$ cat config.mk
export PLATFORM = sky130hd
export DESIGN_NAME = led_seq_ctrl
export DESIGN_NICKNAME = d
export VERILOG_FILES = /design/src/rtl/led_seq_pkg.sv /design/src/rtl/tick_gen.sv /design/src/rtl/led_seq_ctrl.sv
export SDC_FILE = /design/constraint.sdc
export NUM_CORES = 1
export LEC_CHECK = 0
export CORE_MARGIN = 1
export CORE_UTILIZATION = 55
export DETAILED_ROUTE_END_ITERATION = 6
export PLACE_DENSITY = 0.74
export SLEW_MARGIN = 0
export SYNTH_ARGS = -nofsm -noshare
export SYNTH_HDL_FRONTEND = slang
export SYNTH_SLANG_ARGS = --single-unit
export TNS_END_PERCENT = 5
$ cat constraint.sdc
create_clock -name clk -period 7.3 [get_ports clk]
set_input_delay 0.73 -clock clk [delete_from_list [all_inputs] [get_ports clk]]
set_output_delay 0.73 -clock clk [all_outputs]
set_load 0.1 [all_outputs]
$ cat src/rtl/led_seq_pkg.sv
// Shared encodings and pattern arithmetic for the LED chaser sequencer.
package led_seq_pkg;

    localparam int unsigned LED_W = 4;

    typedef logic [LED_W-1:0] pat_t;

    typedef enum logic [1:0] {
        MODE_ROT   = 2'b00,
        MODE_BNC   = 2'b01,
        MODE_FILL  = 2'b10,
        MODE_BLINK = 2'b11
    } mode_e;

    typedef enum logic [1:0] {
        S_IDLE  = 2'b00,
        S_LOAD  = 2'b01,
        S_RUN   = 2'b10,
        S_PAUSE = 2'b11
    } state_e;

    // Starting pattern for a mode; one-hot modes start at the end they move away from.
    function automatic pat_t seed(input mode_e mode, input logic dir);
        pat_t s;
        case (mode)
            MODE_ROT, MODE_BNC: s = dir ? 4'b1000 : 4'b0001;
            default:            s = 4'b0000;
        endcase
        return s;
    endfunction

    // Pattern value for the next step. dir steers rotate/fill, bdir steers bounce.
    function automatic pat_t next_pat(input mode_e mode, input pat_t led, input logic dir,
                                      input logic bdir);
        pat_t n;
        n = led;
        case (mode)
            MODE_ROT: n = dir ? {led[0], led[3:1]} : {led[2:0], led[3]};
            MODE_BNC: begin
                if (!bdir) begin
                    n = (led == 4'b1000) ? 4'b0100 : {led[2:0], 1'b0};
                end else begin
                    n = (led == 4'b0001) ? 4'b0010 : {1'b0, led[3:1]};
                end
            end
            MODE_FILL: begin
                if (led == 4'b1111) begin
                    n = 4'b0000;
                end else begin
                    n = dir ? {1'b1, led[3:1]} : {led[2:0], 1'b1};
                end
            end
            default: n = ~led;
        endcase
        return n;
    endfunction

    // Bounce direction flips when the lit LED sits at the end it is heading for.
    function automatic logic next_bdir(input pat_t led, input logic bdir);
        logic at_end;
        at_end = (!bdir && led == 4'b1000) || (bdir && led == 4'b0001);
        return at_end ? ~bdir : bdir;
    endfunction

endpackage

$ cat src/rtl/tick_gen.sv
// Step prescaler: pulses tick once every CLK_DIV enabled cycles.
module tick_gen #(
    parameter int unsigned CLK_DIV = 50_000_000
) (
    input  logic clk,
    input  logic rst,
    input  logic clear,
    input  logic hold,
    output logic tick
);

    localparam int unsigned CW = $clog2(CLK_DIV);
    localparam logic [CW-1:0] LAST = CW'(CLK_DIV - 1);

    logic [CW-1:0] cnt_q;

    assign tick = !clear && !hold && (cnt_q == LAST);

    // Counter: clear wins, hold freezes, otherwise count and wrap on tick.
    always_ff @(posedge clk or posedge rst) begin
        if (rst) begin
            cnt_q <= '0;
        end else if (clear) begin
            cnt_q <= '0;
        end else if (!hold) begin
            cnt_q <= tick ? '0 : cnt_q + 1'b1;
        end
    end

endmodule

$ cat src/rtl/led_seq_ctrl.sv
// LED chaser sequencer: synchronises switches, paces steps and advances the pattern.
module led_seq_ctrl
    import led_seq_pkg::*;
#(
    parameter int unsigned CLK_DIV = 50_000_000,
    parameter int unsigned N_LEDS  = 4
) (
    input  logic              clk,
    input  logic              rst,
    input  logic              en,
    input  logic              clr,
    input  logic              dir,
    input  logic [1:0]        mode,
    output logic [N_LEDS-1:0] led,
    output logic              step
);

    logic       en_m, en_s;
    logic       dir_m, dir_s;
    logic [1:0] mode_m, mode_s;
    mode_e      mode_se;

    state_e state_q, state_d;
    pat_t   led_q, led_d;
    mode_e  cur_mode_q, cur_mode_d;
    logic   bdir_q, bdir_d;
    logic   step_q, step_d;

    logic tick;
    logic active;
    logic tg_clear;

    assign mode_se = mode_e'(mode_s);

    // The prescaler also runs in the PAUSE cycle that sees en_s return, so the
    // resume costs no extra cycle beyond synchronisation.
    assign active   = !clr && ((state_q == S_RUN) || (state_q == S_PAUSE && en_s));
    assign tg_clear = clr || (state_q == S_IDLE) || (state_q == S_LOAD);

    tick_gen #(
        .CLK_DIV(CLK_DIV)
    ) u_tick_gen (
        .clk  (clk),
        .rst  (rst),
        .clear(tg_clear),
        .hold (!active),
        .tick (tick)
    );

    // Two-flop synchronisers for the asynchronous switch inputs.
    always_ff @(posedge clk or posedge rst) begin
        if (rst) begin
            en_m   <= 1'b0;
            en_s   <= 1'b0;
            dir_m  <= 1'b0;
            dir_s  <= 1'b0;
            mode_m <= 2'b00;
            mode_s <= 2'b00;
        end else begin
            en_m   <= en;
            en_s   <= en_m;
            dir_m  <= dir;
            dir_s  <= dir_m;
            mode_m <= mode;
            mode_s <= mode_m;
        end
    end

    // Next-state and pattern update; the seed is written on entry to LOAD.
    always_comb begin
        state_d    = state_q;
        led_d      = led_q;
        cur_mode_d = cur_mode_q;
        bdir_d     = bdir_q;
        step_d     = 1'b0;
        if (clr) begin
            state_d = S_IDLE;
            led_d   = '0;
        end else begin
            case (state_q)
                S_IDLE: begin
                    led_d = '0;
                    if (en_s) begin
                        state_d    = S_LOAD;
                        led_d      = seed(mode_se, dir_s);
                        cur_mode_d = mode_se;
                        bdir_d     = dir_s;
                    end
                end
                S_LOAD:  state_d = S_RUN;
                S_RUN:   if (!en_s) state_d = S_PAUSE;
                S_PAUSE: if (en_s) state_d = S_RUN;
                default: state_d = S_IDLE;
            endcase
            if (tick) begin
                step_d = 1'b1;
                if (mode_se != cur_mode_q) begin
                    led_d      = seed(mode_se, dir_s);
                    cur_mode_d = mode_se;
                    bdir_d     = dir_s;
                end else begin
                    led_d = next_pat(cur_mode_q, led_q, dir_s, bdir_q);
                    if (cur_mode_q == MODE_BNC) begin
                        bdir_d = next_bdir(led_q, bdir_q);
                    end
                end
            end
        end
    end

    // Sequencer state registers.
    always_ff @(posedge clk or posedge rst) begin
        if (rst) begin
            state_q    <= S_IDLE;
            led_q      <= '0;
            cur_mode_q <= MODE_ROT;
            bdir_q     <= 1'b0;
            step_q     <= 1'b0;
        end else begin
            state_q    <= state_d;
            led_q      <= led_d;
            cur_mode_q <= cur_mode_d;
            bdir_q     <= bdir_d;
            step_q     <= step_d;
        end
    end

    assign led  = led_q;
    assign step = step_q;

endmodule

==> flow_metrics.py <==
metrics = {
    "setup_path": {
        "r2r-start": "u_tick_gen.cnt_q[16]",
        "startpoint": "clr",
        "path_class": "in -> reg",
        "reg2reg_to": "cur_mode_q[1]",
        "worstPathMaxFanout": 13,
        "crit_required_ns": 7.47,
        "critPathCapture": "u_tick_gen.cnt_q[15]",
        "critical_path_buf_inv_count": 1,
        "slowest_delay_ns": 0.92,
        "path_cells": "clkdlybuf4s50_1 -> nor4bb_1 -> nor4_1 -> and2_1 -> and4_1 -> xnor2_1 -> nor2_1",
        "worst_path_max_delay_cell": "nor4bb_1",
        "cp-start-kind": "input port",
        "rrSetupSlack_ns": 4.39,
        "rr_worst_depth": 5,
        "crit_family": "simple AND/OR/NAND/NOR gates",
        "critical_path_arrival_ns": 3.21,
        "cp.depth": 7,
        "worst_setup_path_end_kind": "flip-flop",
    },
    "final_layout": {
        "post-route-util_pct": 65.28,
        "antennaDiodeCount": 0,
        "nets": 286,
        "n_fill_cell": 349,
        "drive_above_1_share_pct": 5.396,
        "fin_area_mm2": 0.002668,
        "area_growth_pct": 10.87,
        "layout_common_cells": "44 x dfrtp_1, 37 x nor2_1, 30 x nand2_1",
        "layout.cells.non_filler": 328,
        "final_common_cell": "dfrtp_1",
    },
    "die": {
        "fp.dieH_um": 68.14,
        "die_w_um": 68.14,
        "start_util_pct": 58.88,
        "die_area_mm2": 0.004643,
        "io_pins": 12,
        "rows": 23,
        "core_mm2": 0.004086,
    },
    "global_routing": {
        "grt_pass1_vias": 1668,
        "overflow": 0,
        "antenna_found_initial": 0,
        "grt_first_pass_wirelength_um": 8004,
        "grt_max_degree": 45,
        "grtUsageTotal_pct": 23.45,
    },
    "place": {
        "placed_cell_area_mm2": 0.002539,
        "preCtsSetupSlack_ns": 3.990,
        "dp_hpwl_um": 3393,
        "io_buffers": 11,
        "place_congestion": 0.8037,
        "post-place-cells": 321,
    },
    "logic_synthesis": {
        "ys_async_sr_fraction_pct": 100.0,
        "synth_nets": 280,
        "synth_cell_types": 51,
        "syn_inst": 272,
        "synth_area_mm2": 0.002406,
        "ys_seq_area_share_pct": 45.76,
        "synth_flop_cell": "dfrtp_1",
        "synth-seq-cells": 44,
        "synth_edf_count": 0,
        "yosys_warnings": 0,
        "syn_avg_cell_area_um2": 8.846,
    },
    "clock_tree": {
        "ctsResizeCount": 0,
        "clock_latency_ns": 0.30,
        "htreeDepth": 2,
        "cts_hold_buf": 0,
        "cts_sinks": 44,
        "cts_made_buffers": 5,
        "root_buffer": "clkbuf_8",
        "cts_setup_buffers": 0,
        "cts.path.max_buffers": 2,
        "cts_tree": "done",
        "cts.clk_slew.worst_paths_ns": 0.08,
    },
    "detailed_routing": {
        "vias_per_cell": 6.070,
        "post_drt_wl_per_cell_um": 14.90,
        "drc": 0,
        "dr.pass1.iters": 4,
        "vias": 1991,
        "ant_nets": 0,
        "wirelength_um": 4887,
        "drtIter0Drc": 206,
    },
    "hold_path": {
        "hold_path_class": "reg -> reg",
    },
    "power": {
        "power_density_mw_per_mm2": 205.7,
        "p_leak_nw": 1.044,
        "p_total_mw": 0.5486,
        "irDropWorstVdd_mv": 0.1270,
    },
    "sta": {
        "max_slew_margin_pct": 34.52,
        "fmax_mhz": 329.0,
        "skew_ns": 0.007890,
        "fin_hold_ws_ns": 0.3519,
        "min_period_ns": 3.039,
        "setup_violations": 0,
        "finalCritPeriodShare_pct": 41.64,
        "timing.setup.tns_ns": 0,
        "finalMaxSlewViolations": 0,
        "hold_viol": 0,
        "tightest_slew_ns": 0.9690,
        "rsz0062_at_grt": "no",
        "finalWorstSetupSlack_ns": 4.261,
    },
    "flow_run": {
        "maxCapViolCount": 0,
    },
    "status": {
        "outcome": "finished, final reports clean",
    },
}
==> layout make-up <==
cell class	instances	area (um^2)	area share (%)
multi-input combinational	209	1231	46.15
clock inverter	2	60.06	2.251
clock buffer	5	68.82	2.580
inverter	5	18.77	0.7036
tap	50	62.56	2.345
sequential	44	1101	41.28
timing repair buffer	13	125.1	4.690
==> worst min-delay path by stage <==
stage,from,endpoint,slack (ns),depth (start not counted)
after global routing,mode_m[1],mode_s[1],0.36,0
after floorplan,dir_m,dir_s,0.33,0
final,mode_m[1],mode_s[1],0.35,0
after detailed placement,mode_m[1],mode_s[1],0.34,0
after global placement,mode_m[0],mode_s[0],0.33,0
after CTS,mode_m[1],mode_s[1],0.35,0
==> registers in the layout, summed over array words and instances (netlist names) <==
name / flops
en_m: 1
state_q: 2
led: 4
bdir_q: 1
mode_s: 2
mode_m: 2
en_s: 1
step: 1
cur_mode_q: 2
dir_m: 1
dir_s: 1
u_tick_gen.cnt_q: 26
==> cells in the mapped netlist, types with 2 or more instances <==
master    number  share of area [%]
nor2b_1        5                1.3
xor2_1        11                4.0
nand2_1       30                4.7
o31ai_1        3               0.94
a21oi_1       12                2.5
xnor2_1        4                1.5
and2_1         2               0.52
nand4_1        3               0.78
nor4_1         3               0.78
o22ai_1        2               0.52
a31oi_1        9                2.3
o21ai_0       21                4.4
nor2_1        37                5.8
and3_1         2               0.52
and4_1         3                1.1
a32oi_1        2               0.73
buf_1          2               0.31
nand3_1       15                3.1
mux2i_1        2               0.83
dfrtp_1       44                 46
clkbuf_1      10                1.6
a211oi_1       3               0.94
or2_2          2               0.52
inv_1          5               0.78
a21o_1         3               0.94
or4_1          2               0.62
o211ai_1       2               0.62
buf_2          2               0.42
nand2b_1       5                1.3
nor3_1         3               0.62
nand4b_1       3                1.1
==> layer usage <==
layer / GRT usage [%] / share of wire [%] / vias up
li1: - / - / 993
met1: 35.89 / 51 / 948
met2: 33.09 / 43 / 46
met3: 5.000 / 5.1 / 4
met4: 6.250 / 0.88 / 0
met5: 0 / 0 / -
==> kinds of logic (layout without fill, tap and decap cells) <==
logic type / Yosys count / after routing / synth area share (%)
AND/OR/NAND/NOR: 123 / 123 / 25.79
AO/OA/AOI/OAI: 67 / 67 / 18.10
flip-flops: 44 / 44 / 45.76
buffers and inverters: 19 / 25 / 3.069
XOR/XNOR: 15 / 15 / 5.460
multiplexers: 3 / 3 / 1.300
adder cells (fa/ha/maj): 1 / 1 / 0.5199
==> where the power goes <==
part / internal (mW) / switching, mW / total, mW
Clock: 0.135 / 0.0813 / 0.216
Sequential: 0.251 / 0.0167 / 0.267
Combinational: 0.0241 / 0.0411 / 0.0651
Total: 0.410 / 0.139 / 0.549
Power figures use the tool's default switching activity.
